[src/rtl/ritc_delay_trainer_pkg.sv]
// Shared types and IDELAY word layout for the RITC delay trainer.
package ritc_pkg;

   typedef enum logic [2:0] {
      ST_IDLE,
      ST_WRITE,
      ST_SETTLE,
      ST_SAMPLE,
      ST_RECORD,
      ST_CENTER,
      ST_FINAL_WRITE,
      ST_DONE
   } state_t;

   localparam int TAP_W    = 5;
   localparam int TAP_LSB  = 0;
   localparam int BIT_LSB  = 6;
   localparam int CH_LSB   = 10;
   localparam int LOAD_BIT = 12;
   localparam int RITC_BIT = 13;

   localparam logic [3:0] BIT_SEL_CLK = 4'hF;

   // Data bits 0..11 and the clock lane are scannable; channel 3 does not exist.
   function automatic logic sel_legal(input logic [1:0] ch, input logic [3:0] bsel);
      return (ch != 2'd3) && ((bsel <= 4'd11) || (bsel == BIT_SEL_CLK));
   endfunction

   function automatic logic [31:0] dly_word(input logic [TAP_W-1:0] tap,
                                            input logic             rsel,
                                            input logic [1:0]       ch,
                                            input logic [3:0]       bsel);
      logic [31:0] w;
      w                    = '0;
      w[TAP_LSB +: TAP_W]  = tap;
      w[BIT_LSB +: 4]      = bsel;
      w[CH_LSB +: 2]       = ch;
      w[LOAD_BIT]          = 1'b1;
      w[RITC_BIT]          = rsel;
      return w;
   endfunction

endpackage

[src/rtl/ritc_delay_trainer_if.sv]
// Control, sample and IDELAY-bus signals of the delay trainer.
interface ritc_delay_trainer_if;

   logic        start_i;
   logic        ritc_i;
   logic [1:0]  ch_i;
   logic [3:0]  bit_i;
   logic [7:0]  sample_i;
   logic        sample_valid_i;

   logic        dly_addr_o;
   logic [31:0] dly_dat_o;
   logic        dly_wr_o;
   logic        busy_o;
   logic        done_o;
   logic        fail_o;
   logic [4:0]  center_o;
   logic [5:0]  width_o;
   logic [31:0] pass_map_o;

   modport master (
      input  start_i, ritc_i, ch_i, bit_i, sample_i, sample_valid_i,
      output dly_addr_o, dly_dat_o, dly_wr_o, busy_o, done_o, fail_o,
             center_o, width_o, pass_map_o
   );

   modport slave (
      output start_i, ritc_i, ch_i, bit_i, sample_i, sample_valid_i,
      input  dly_addr_o, dly_dat_o, dly_wr_o, busy_o, done_o, fail_o,
             center_o, width_o, pass_map_o
   );

endinterface

[src/rtl/ritc_delay_trainer_eye_tracker.sv]
// Longest-passing-run tracker over an ascending tap sweep, with window centre.
module ritc_eye_tracker
   import ritc_pkg::*;
(
   input  logic             clk,
   input  logic             rst,
   input  logic             clear,
   input  logic             rec,
   input  logic             pass,
   input  logic [TAP_W-1:0] tap,
   output logic [5:0]       best_len,
   output logic [TAP_W-1:0] center
);

   logic [5:0]       cur_len;
   logic [TAP_W-1:0] cur_start;
   logic [TAP_W-1:0] best_start;
   logic [5:0]       run_len;
   logic [TAP_W-1:0] run_start;

   always_comb begin
      run_len   = cur_len + 6'd1;
      run_start = (cur_len == 6'd0) ? tap : cur_start;
   end

   // Strict greater-than keeps the earliest of equally long windows.
   always_ff @(posedge clk or posedge rst) begin
      if (rst) begin
         cur_len    <= '0;
         cur_start  <= '0;
         best_len   <= '0;
         best_start <= '0;
      end else if (clear) begin
         cur_len    <= '0;
         cur_start  <= '0;
         best_len   <= '0;
         best_start <= '0;
      end else if (rec) begin
         if (pass) begin
            cur_len   <= run_len;
            cur_start <= run_start;
            if (run_len > best_len) begin
               best_len   <= run_len;
               best_start <= run_start;
            end
         end else begin
            cur_len <= '0;
         end
      end
   end

   // The window never crosses tap 31, so the sum cannot wrap.
   assign center = best_start + best_len[5:1];

endmodule

[src/rtl/ritc_delay_trainer.sv]
// Per-bit IDELAY eye scan: sweep taps 0..31, score each against PATTERN, load the centre.
module ritc_delay_trainer
   import ritc_pkg::*;
#(
   parameter logic [7:0] PATTERN        = 8'hA5,
   parameter int         N_SAMPLES      = 16,
   parameter int         SETTLE_CYCLES  = 64,
   parameter int         TIMEOUT_CYCLES = 4096
) (
   input  logic                 clk_i,
   input  logic                 rst_i,
   ritc_delay_trainer_if.master bus
);

   localparam int SET_W = $clog2(SETTLE_CYCLES + 1);
   localparam int TMO_W = $clog2(TIMEOUT_CYCLES + 1);

   localparam logic [SET_W-1:0] SETTLE_LAST = SET_W'(SETTLE_CYCLES - 1);
   localparam logic [7:0]       SAMPLE_LAST = 8'(N_SAMPLES - 1);
   localparam logic [TMO_W-1:0] TMO_LAST    = TMO_W'(TIMEOUT_CYCLES - 1);
   localparam logic [TAP_W-1:0] TAP_LAST    = '1;

   state_t           state;
   state_t           state_nx;

   logic [TAP_W-1:0] tap;
   logic [SET_W-1:0] settle_cnt;
   logic [7:0]       sample_cnt;
   logic [TMO_W-1:0] tmo_cnt;
   logic             tap_ok;

   logic             sel_ritc;
   logic [1:0]       sel_ch;
   logic [3:0]       sel_bit;

   logic [31:0]      dly_dat;
   logic             fail;
   logic [4:0]       center;
   logic [5:0]       width;
   logic [31:0]      pass_map;

   logic             accept;
   logic             sel_ok;
   logic             sample_done;
   logic             tmo_hit;
   logic             rec;
   logic             load_dat;
   logic [TAP_W-1:0] wr_tap;
   logic             wr_ritc;
   logic [1:0]       wr_ch;
   logic [3:0]       wr_bit;

   logic [5:0]       trk_len;
   logic [TAP_W-1:0] trk_center;

   ritc_eye_tracker u_tracker (
      .clk      (clk_i),
      .rst      (rst_i),
      .clear    (accept),
      .rec      (rec),
      .pass     (tap_ok),
      .tap      (tap),
      .best_len (trk_len),
      .center   (trk_center)
   );

   always_comb begin
      accept      = (state == ST_IDLE) && bus.start_i;
      sel_ok      = sel_legal(bus.ch_i, bus.bit_i);
      sample_done = bus.sample_valid_i && (sample_cnt == SAMPLE_LAST);
      tmo_hit     = (tmo_cnt == TMO_LAST);
      rec         = (state == ST_RECORD);
   end

   always_ff @(posedge clk_i or posedge rst_i) begin
      if (rst_i) state <= ST_IDLE;
      else       state <= state_nx;
   end

   always_comb begin
      state_nx       = state;
      bus.dly_wr_o   = 1'b0;
      bus.dly_addr_o = 1'b0;
      bus.busy_o     = (state != ST_IDLE);
      bus.done_o     = 1'b0;
      case (state)
         ST_IDLE: begin
            if (bus.start_i) state_nx = sel_ok ? ST_WRITE : ST_DONE;
         end
         ST_WRITE: begin
            bus.dly_wr_o   = 1'b1;
            bus.dly_addr_o = 1'b1;
            state_nx       = ST_SETTLE;
         end
         ST_SETTLE: begin
            if (settle_cnt == SETTLE_LAST) state_nx = ST_SAMPLE;
         end
         ST_SAMPLE: begin
            if (sample_done)  state_nx = ST_RECORD;
            else if (tmo_hit) state_nx = ST_DONE;
         end
         ST_RECORD: begin
            state_nx = (tap == TAP_LAST) ? ST_CENTER : ST_WRITE;
         end
         ST_CENTER: begin
            state_nx = (trk_len == 6'd0) ? ST_DONE : ST_FINAL_WRITE;
         end
         ST_FINAL_WRITE: begin
            bus.dly_wr_o   = 1'b1;
            bus.dly_addr_o = 1'b1;
            state_nx       = ST_DONE;
         end
         ST_DONE: begin
            bus.done_o = 1'b1;
            state_nx   = ST_IDLE;
         end
         default: state_nx = ST_IDLE;
      endcase
   end

   // The write word is registered on entry to a write state so it is stable
   // for the strobe cycle and then holds until the next write.
   always_comb begin
      load_dat = (state_nx == ST_WRITE) || (state_nx == ST_FINAL_WRITE);
      wr_ritc  = (state == ST_IDLE) ? bus.ritc_i : sel_ritc;
      wr_ch    = (state == ST_IDLE) ? bus.ch_i   : sel_ch;
      wr_bit   = (state == ST_IDLE) ? bus.bit_i  : sel_bit;
      case (state)
         ST_RECORD: wr_tap = tap + 5'd1;
         ST_CENTER: wr_tap = trk_center;
         default:   wr_tap = '0;
      endcase
   end

   always_ff @(posedge clk_i or posedge rst_i) begin
      if (rst_i) begin
         tap        <= '0;
         settle_cnt <= '0;
         sample_cnt <= '0;
         tmo_cnt    <= '0;
         tap_ok     <= 1'b0;
         sel_ritc   <= 1'b0;
         sel_ch     <= '0;
         sel_bit    <= '0;
         dly_dat    <= '0;
         fail       <= 1'b0;
         center     <= '0;
         width      <= '0;
         pass_map   <= '0;
      end else begin
         case (state)
            ST_IDLE: begin
               if (bus.start_i) begin
                  sel_ritc <= bus.ritc_i;
                  sel_ch   <= bus.ch_i;
                  sel_bit  <= bus.bit_i;
                  tap      <= '0;
                  fail     <= ~sel_ok;
                  center   <= '0;
                  width    <= '0;
                  pass_map <= '0;
               end
            end
            ST_WRITE: begin
               settle_cnt <= '0;
               sample_cnt <= '0;
               tmo_cnt    <= '0;
               tap_ok     <= 1'b1;
            end
            ST_SETTLE: begin
               settle_cnt <= settle_cnt + 1'b1;
            end
            ST_SAMPLE: begin
               tmo_cnt <= tmo_cnt + 1'b1;
               if (bus.sample_valid_i) begin
                  sample_cnt <= sample_cnt + 8'd1;
                  if (bus.sample_i != PATTERN) tap_ok <= 1'b0;
               end
               if (tmo_hit && !sample_done) begin
                  fail   <= 1'b1;
                  center <= '0;
               end
            end
            ST_RECORD: begin
               pass_map[tap] <= tap_ok;
               if (tap != TAP_LAST) tap <= tap + 5'd1;
            end
            ST_CENTER: begin
               width <= trk_len;
               if (trk_len == 6'd0) begin
                  fail   <= 1'b1;
                  center <= '0;
               end else begin
                  center <= trk_center;
               end
            end
            default: ;
         endcase
         if (load_dat) dly_dat <= dly_word(wr_tap, wr_ritc, wr_ch, wr_bit);
      end
   end

   assign bus.dly_dat_o  = dly_dat;
   assign bus.fail_o     = fail;
   assign bus.center_o   = center;
   assign bus.width_o    = width;
   assign bus.pass_map_o = pass_map;

endmodule

[src/flat_wrapper.sv]
// flat-port wrapper written by rule: the top's interface ports become plain ports
module ritc_delay_trainer_flat import ritc_pkg::*;
#(
   parameter logic [7:0] PATTERN        = 8'hA5,
   parameter int         N_SAMPLES      = 16,
   parameter int         SETTLE_CYCLES  = 64,
   parameter int         TIMEOUT_CYCLES = 4096
)
  (clk_i, rst_i, bus_start_i, bus_ritc_i, bus_ch_i, bus_bit_i, bus_sample_i, bus_sample_valid_i, bus_dly_addr_o, bus_dly_dat_o, bus_dly_wr_o, bus_busy_o, bus_done_o, bus_fail_o, bus_center_o, bus_width_o, bus_pass_map_o);
  ritc_delay_trainer_if bus_i ();
  input  logic clk_i;
  input  logic rst_i;
  input wire logic [$bits(bus_i.start_i)-1:0] bus_start_i;
  input wire logic [$bits(bus_i.ritc_i)-1:0] bus_ritc_i;
  input wire logic [$bits(bus_i.ch_i)-1:0] bus_ch_i;
  input wire logic [$bits(bus_i.bit_i)-1:0] bus_bit_i;
  input wire logic [$bits(bus_i.sample_i)-1:0] bus_sample_i;
  input wire logic [$bits(bus_i.sample_valid_i)-1:0] bus_sample_valid_i;
  output wire logic [$bits(bus_i.dly_addr_o)-1:0] bus_dly_addr_o;
  output wire logic [$bits(bus_i.dly_dat_o)-1:0] bus_dly_dat_o;
  output wire logic [$bits(bus_i.dly_wr_o)-1:0] bus_dly_wr_o;
  output wire logic [$bits(bus_i.busy_o)-1:0] bus_busy_o;
  output wire logic [$bits(bus_i.done_o)-1:0] bus_done_o;
  output wire logic [$bits(bus_i.fail_o)-1:0] bus_fail_o;
  output wire logic [$bits(bus_i.center_o)-1:0] bus_center_o;
  output wire logic [$bits(bus_i.width_o)-1:0] bus_width_o;
  output wire logic [$bits(bus_i.pass_map_o)-1:0] bus_pass_map_o;
  assign bus_i.start_i = bus_start_i;
  assign bus_i.ritc_i = bus_ritc_i;
  assign bus_i.ch_i = bus_ch_i;
  assign bus_i.bit_i = bus_bit_i;
  assign bus_i.sample_i = bus_sample_i;
  assign bus_i.sample_valid_i = bus_sample_valid_i;
  assign bus_dly_addr_o = bus_i.dly_addr_o;
  assign bus_dly_dat_o = bus_i.dly_dat_o;
  assign bus_dly_wr_o = bus_i.dly_wr_o;
  assign bus_busy_o = bus_i.busy_o;
  assign bus_done_o = bus_i.done_o;
  assign bus_fail_o = bus_i.fail_o;
  assign bus_center_o = bus_i.center_o;
  assign bus_width_o = bus_i.width_o;
  assign bus_pass_map_o = bus_i.pass_map_o;
  ritc_delay_trainer #(.PATTERN(PATTERN), .N_SAMPLES(N_SAMPLES), .SETTLE_CYCLES(SETTLE_CYCLES), .TIMEOUT_CYCLES(TIMEOUT_CYCLES)) u_core (.clk_i(clk_i), .rst_i(rst_i), .bus(bus_i));
endmodule
[config.mk]
export PLATFORM = sky130hd
export DESIGN_NAME = ritc_delay_trainer_flat
export DESIGN_NICKNAME = d
export VERILOG_FILES = /design/src/rtl/ritc_delay_trainer_pkg.sv /design/src/rtl/ritc_delay_trainer_if.sv /design/src/rtl/ritc_delay_trainer_eye_tracker.sv /design/src/rtl/ritc_delay_trainer.sv /design/src/flat_wrapper.sv
export SDC_FILE = /design/constraint.sdc
export NUM_CORES = 1
export LEC_CHECK = 0
export BUFFER_PORTS_ARGS = -buffer_cell sky130_fd_sc_hd__buf_2
export CAP_MARGIN = 25
export CORE_ASPECT_RATIO = 0.5
export CORE_UTILIZATION = 35
export CTS_CLUSTER_SIZE = 10
export DETAILED_ROUTE_END_ITERATION = 8
export MAX_ROUTING_LAYER = met4
export PLACE_DENSITY = 0.64
export RECOVER_POWER = 25
export SLEW_MARGIN = 20
export SYNTH_ARGS = -nofsm -noshare
export SYNTH_HDL_FRONTEND = slang
export SYNTH_HIERARCHICAL = 1
export SYNTH_SLANG_ARGS = --single-unit
[constraint.sdc]
create_clock -name clk_i -period 4.2 [get_ports clk_i]
set_clock_uncertainty 0.2 [all_clocks]
set_input_delay 0.42 -clock clk_i [delete_from_list [all_inputs] [get_ports clk_i]]
set_output_delay 0.42 -clock clk_i [all_outputs]
set_load 0.1 [all_outputs]
==> impl_metrics.py <==
metrics = {
    "power_and_ir_drop": {
        "pwr-share-clk_pct": 23.6,
        "combPwrFrac_pct": 49.0,
        "p_sw_mw": 3.49,
        "p_int_mw": 3.48,
        "vdd_drop_max_v": 0.000380,
        "swShare_pct": 50.1,
        "pwr-share-seq_pct": 27.4,
        "p_leak_nw": 3.69,
        "power_mw": 6.97,
        "power.density_nw_per_um2": 870,
    },
    "sta": {
        "hold_viol_final": 0,
        "max_freq_ghz": 0.297,
        "slew_headroom_pct": -68.9,
        "finalSetupTns_ns": 0,
        "hold-worst-slack_ns": 0.0535,
        "rsz0062_at_grt": "no",
        "min_period_ns": 3.37,
        "finalCritPeriodShare_pct": 80.2,
        "worst_pin_slew_ns": 2.52,
        "setup_ws_ns": 0.833,
        "finalMaxSlewViolations": 57,
        "setup_viol_count_final": 0,
    },
    "global_route": {
        "grt_pass1_vias": 5531,
        "grt_max_degree": 57,
        "grt_pass1_wl_microns": 27900,
        "antenna_found_initial": 0,
        "grt_usage_pct": 18.2,
        "overflow": 0,
    },
    "setup_path": {
        "crit_family": "buffers and inverters",
        "critical_path.reg2reg.endpoint": "u_core/bus.dly_dat_o[4]",
        "cp_num_buf_inv": 2,
        "startpoint_type": "flop",
        "r2r_cells": 8,
        "critical_path_class": "reg -> out",
        "worst_path_largest_cell_delay_ns": 0.78,
        "crit_path_top_delay_cell": "dfrtp_1",
        "r2r-start": "u_core/state[1]",
        "crit_arrival_ns": 2.75,
        "path_max_fanout": 21,
        "critPathRequiredTime_ns": 3.58,
        "path_cells": "inv_1 > or3_1 > o21ai_1 > buf_2",
        "r2r_slack_ns": 0.87,
        "endpoint_kind": "primary output",
    },
    "clock_network": {
        "cts_resized": 0,
        "htree_levels": 4,
        "cts_buffers": 17,
        "root_buffer": "clkbuf_16",
        "path_clk_slew_ns": 0.06,
        "post-cts-setup-buffers": 0,
        "clock_latency_ns": 0.41,
        "cts_max_path_buffers": 2,
        "tritoncts": "done",
        "cts_sinks": 123,
    },
    "synth": {
        "syn_inst": 740,
        "avgSynthCellArea_sq_um": 9.21,
        "netlist_area_sq_um": 6820,
        "ys_warn_count": 6,
        "synth_area_leaders": "dfrtp_1, o21ai_0, a21oi_1, ha_1, nor2_1",
        "synth.distinct_cells": 60,
        "synth_top_area_cell": "dfrtp_1",
        "synth_ff_type": "dfrtp_1",
        "async_flop_share_pct": 100,
        "netlist.area_leader.share_pct": 45.2,
        "ys_seq_elements": 123,
        "synth_edf_count": 0,
        "synth.most_common_cell": "dfrtp_1",
        "synthTopCellsByCount": "dfrtp_1, o21ai_0, a21oi_1",
        "yosysSeqAreaShare_pct": 45.2,
    },
    "run_status": {
        "status": "finished with violations",
        "violations": "max-capacitance violations, max-slew violations",
    },
    "detailed_routing": {
        "vias": 5776,
        "drcViolationCount": 0,
        "drt_iter0_drc": 591,
        "wl_per_cell_microns": 15.8,
        "drtPass1Iterations": 5,
        "viasPerCell": 5.36,
        "ant_nets": 0,
        "wirelength_microns": 17000,
    },
    "place": {
        "gp_congestion": 0.852,
        "portBuffers": 79,
        "dp_hpwl_microns": 11500,
        "dp_cells": 1044,
        "preCtsSetupSlack_ns": 0.886,
    },
    "finish": {
        "nets": 845,
        "area_delta_synth_final_pct": 17.6,
        "insertedDiodeCount": 0,
        "final_cells": 1077,
        "layout-drive-gt1-share_pct": 18.1,
    },
    "floorplanning": {
        "die-area_sq_um": 20100,
        "die_w_microns": 199,
        "die_h_microns": 101,
        "initial_utilization_pct": 36.4,
        "io_pins": 99,
        "num_rows": 35,
        "core_area_sq_um": 18700,
    },
    "hold_path": {
        "holdPathEnd": "u_core/sel_ritc",
        "hold-path-cell-count": 2,
        "min_from": "bus_ritc_i",
        "hold_path.class": "in -> reg",
    },
    "job": {
        "maxCapViolCount": 1,
    },
}
flip-flops by register name, summed over array words and instances (netlist names), 5 cells and up:
| signal | count |
|---|---|
| u_core/bus.pass_map_o | 32 |
| u_core/bus.dly_dat_o | 13 |
| u_core/tmo_cnt | 13 |
| u_core/sample_cnt | 8 |
| u_core/settle_cnt | 7 |
| u_core/bus.width_o | 6 |
| u_core/u_tracker/best_len | 6 |
| u_core/u_tracker/cur_len | 6 |
| u_core/bus.center_o | 5 |
| u_core/tap | 5 |
| u_core/u_tracker/best_start | 5 |
| u_core/u_tracker/cur_start | 5 |
worst max-delay path by stage:
| stage | start | endpoint | depth (start not counted) |
|---|---|---|---|
| after global placement | u_core/state[1] | u_core/bus.dly_dat_o[13] | 8 |
| after CTS | u_core/state[1] | bus_dly_wr_o | 4 |
| after detailed placement | u_core/state[1] | u_core/bus.dly_dat_o[0] | 8 |
| after global routing | u_core/state[1] | u_core/bus.dly_dat_o[1] | 8 |
| final | u_core/state[1] | bus_dly_wr_o | 4 |
| after floorplan | u_core/state[0] | bus_dly_wr_o | 6 |
worst reg2reg max path, cell delays in order, from the launching register on:
cell and delay [ns]:
dfrtp_1 0.63, inv_1 0.44, or3_1 0.19, o21ai_1 0.11
nor4_4 0.58, inv_2 0.20, and3_1 0.38, a21o_1 0.26
o221a_1 0.25
cell usage in the layout, fill, tap and decap left out, drive strengths merged, types with 4 or more instances in the layout:
cell    netlist  final
a22o         15     15
nor2         52     52
clkinv        2      5
a32o          5      5
mux2i        14     14
a21oi        65     65
or3          12     12
nand2        43     43
nand2b        7      7
mux2         17     17
dfrtp       123    123
a21o          4      4
xnor2         8      8
ha           20     20
buf          31     86
o21ai       111    111
bufinv        0      5
nor3         18     18
and3          7      7
o221a         4      4
conb          1     19
clkbuf       29     20
and2          4      4
a31oi         5      5
nor2b        16     16
xor2          9      9
inv          27     29
a211oi       15     15
nand3        38     38
layer usage:
layer  vias up  wire length, microns  GRT usage [%]
met2       152                  8130           28.9
met4         0                   268           6.58
li1       2762                     -              -
met5         -                     0              -
met3        25                   879           3.71
met1      2837                  7750           23.0
cell families after synthesis:
kind of cell	Yosys count	synth area share, %
adder cells (fa/ha/maj)	21	3.97
flip-flops	123	45.2
multiplexers	31	4.92
other	1	0.0550
AO/OA/AOI/OAI	244	21.2
XOR/XNOR	17	2.18
AND/OR/NAND/NOR	214	16.3
buffers and inverters	89	6.22
stage by stage:
step / instance area, sq um / util [%]
CTS: 8020 / 42.8
finish: 8010 / 42.8
detailed placement: 7350 / 39.2
global route: 8010 / 42.8
global placement: 7350 / 39.2
floorplan: 6880 / -
power groups by stage:
| stage | Sequential [mW] | Combinational [mW] | Clock, mW |
|---|---|---|---|
| floorplan | 3.04 | 1.66 | 0 |
| global route | 1.96 | 3.66 | 1.73 |
| detailed placement | 1.92 | 3.41 | 0 |
| CTS | 1.90 | 3.42 | 1.67 |
| global placement | 1.90 | 3.35 | 0 |
| finish | 1.91 | 3.42 | 1.64 |
layout make-up:
type                            count  area (sq um)
Sequential cell                   123          3080
Clock inverter                     13           214
Timing Repair Buffer               88           464
Clock buffer                       19           443
Inverter                           29           110
Fill cell                        1806         10700
Multi-Input combinational cell    546          3380
Tap cell                          259           324
timing repair:
action                                 in CTS  in global routing
hold buffers                                1                  0
endpoints found under the hold margin      54                  0
setup endpoints to repair                   0                  0
(Power assumes the default switching activity.)
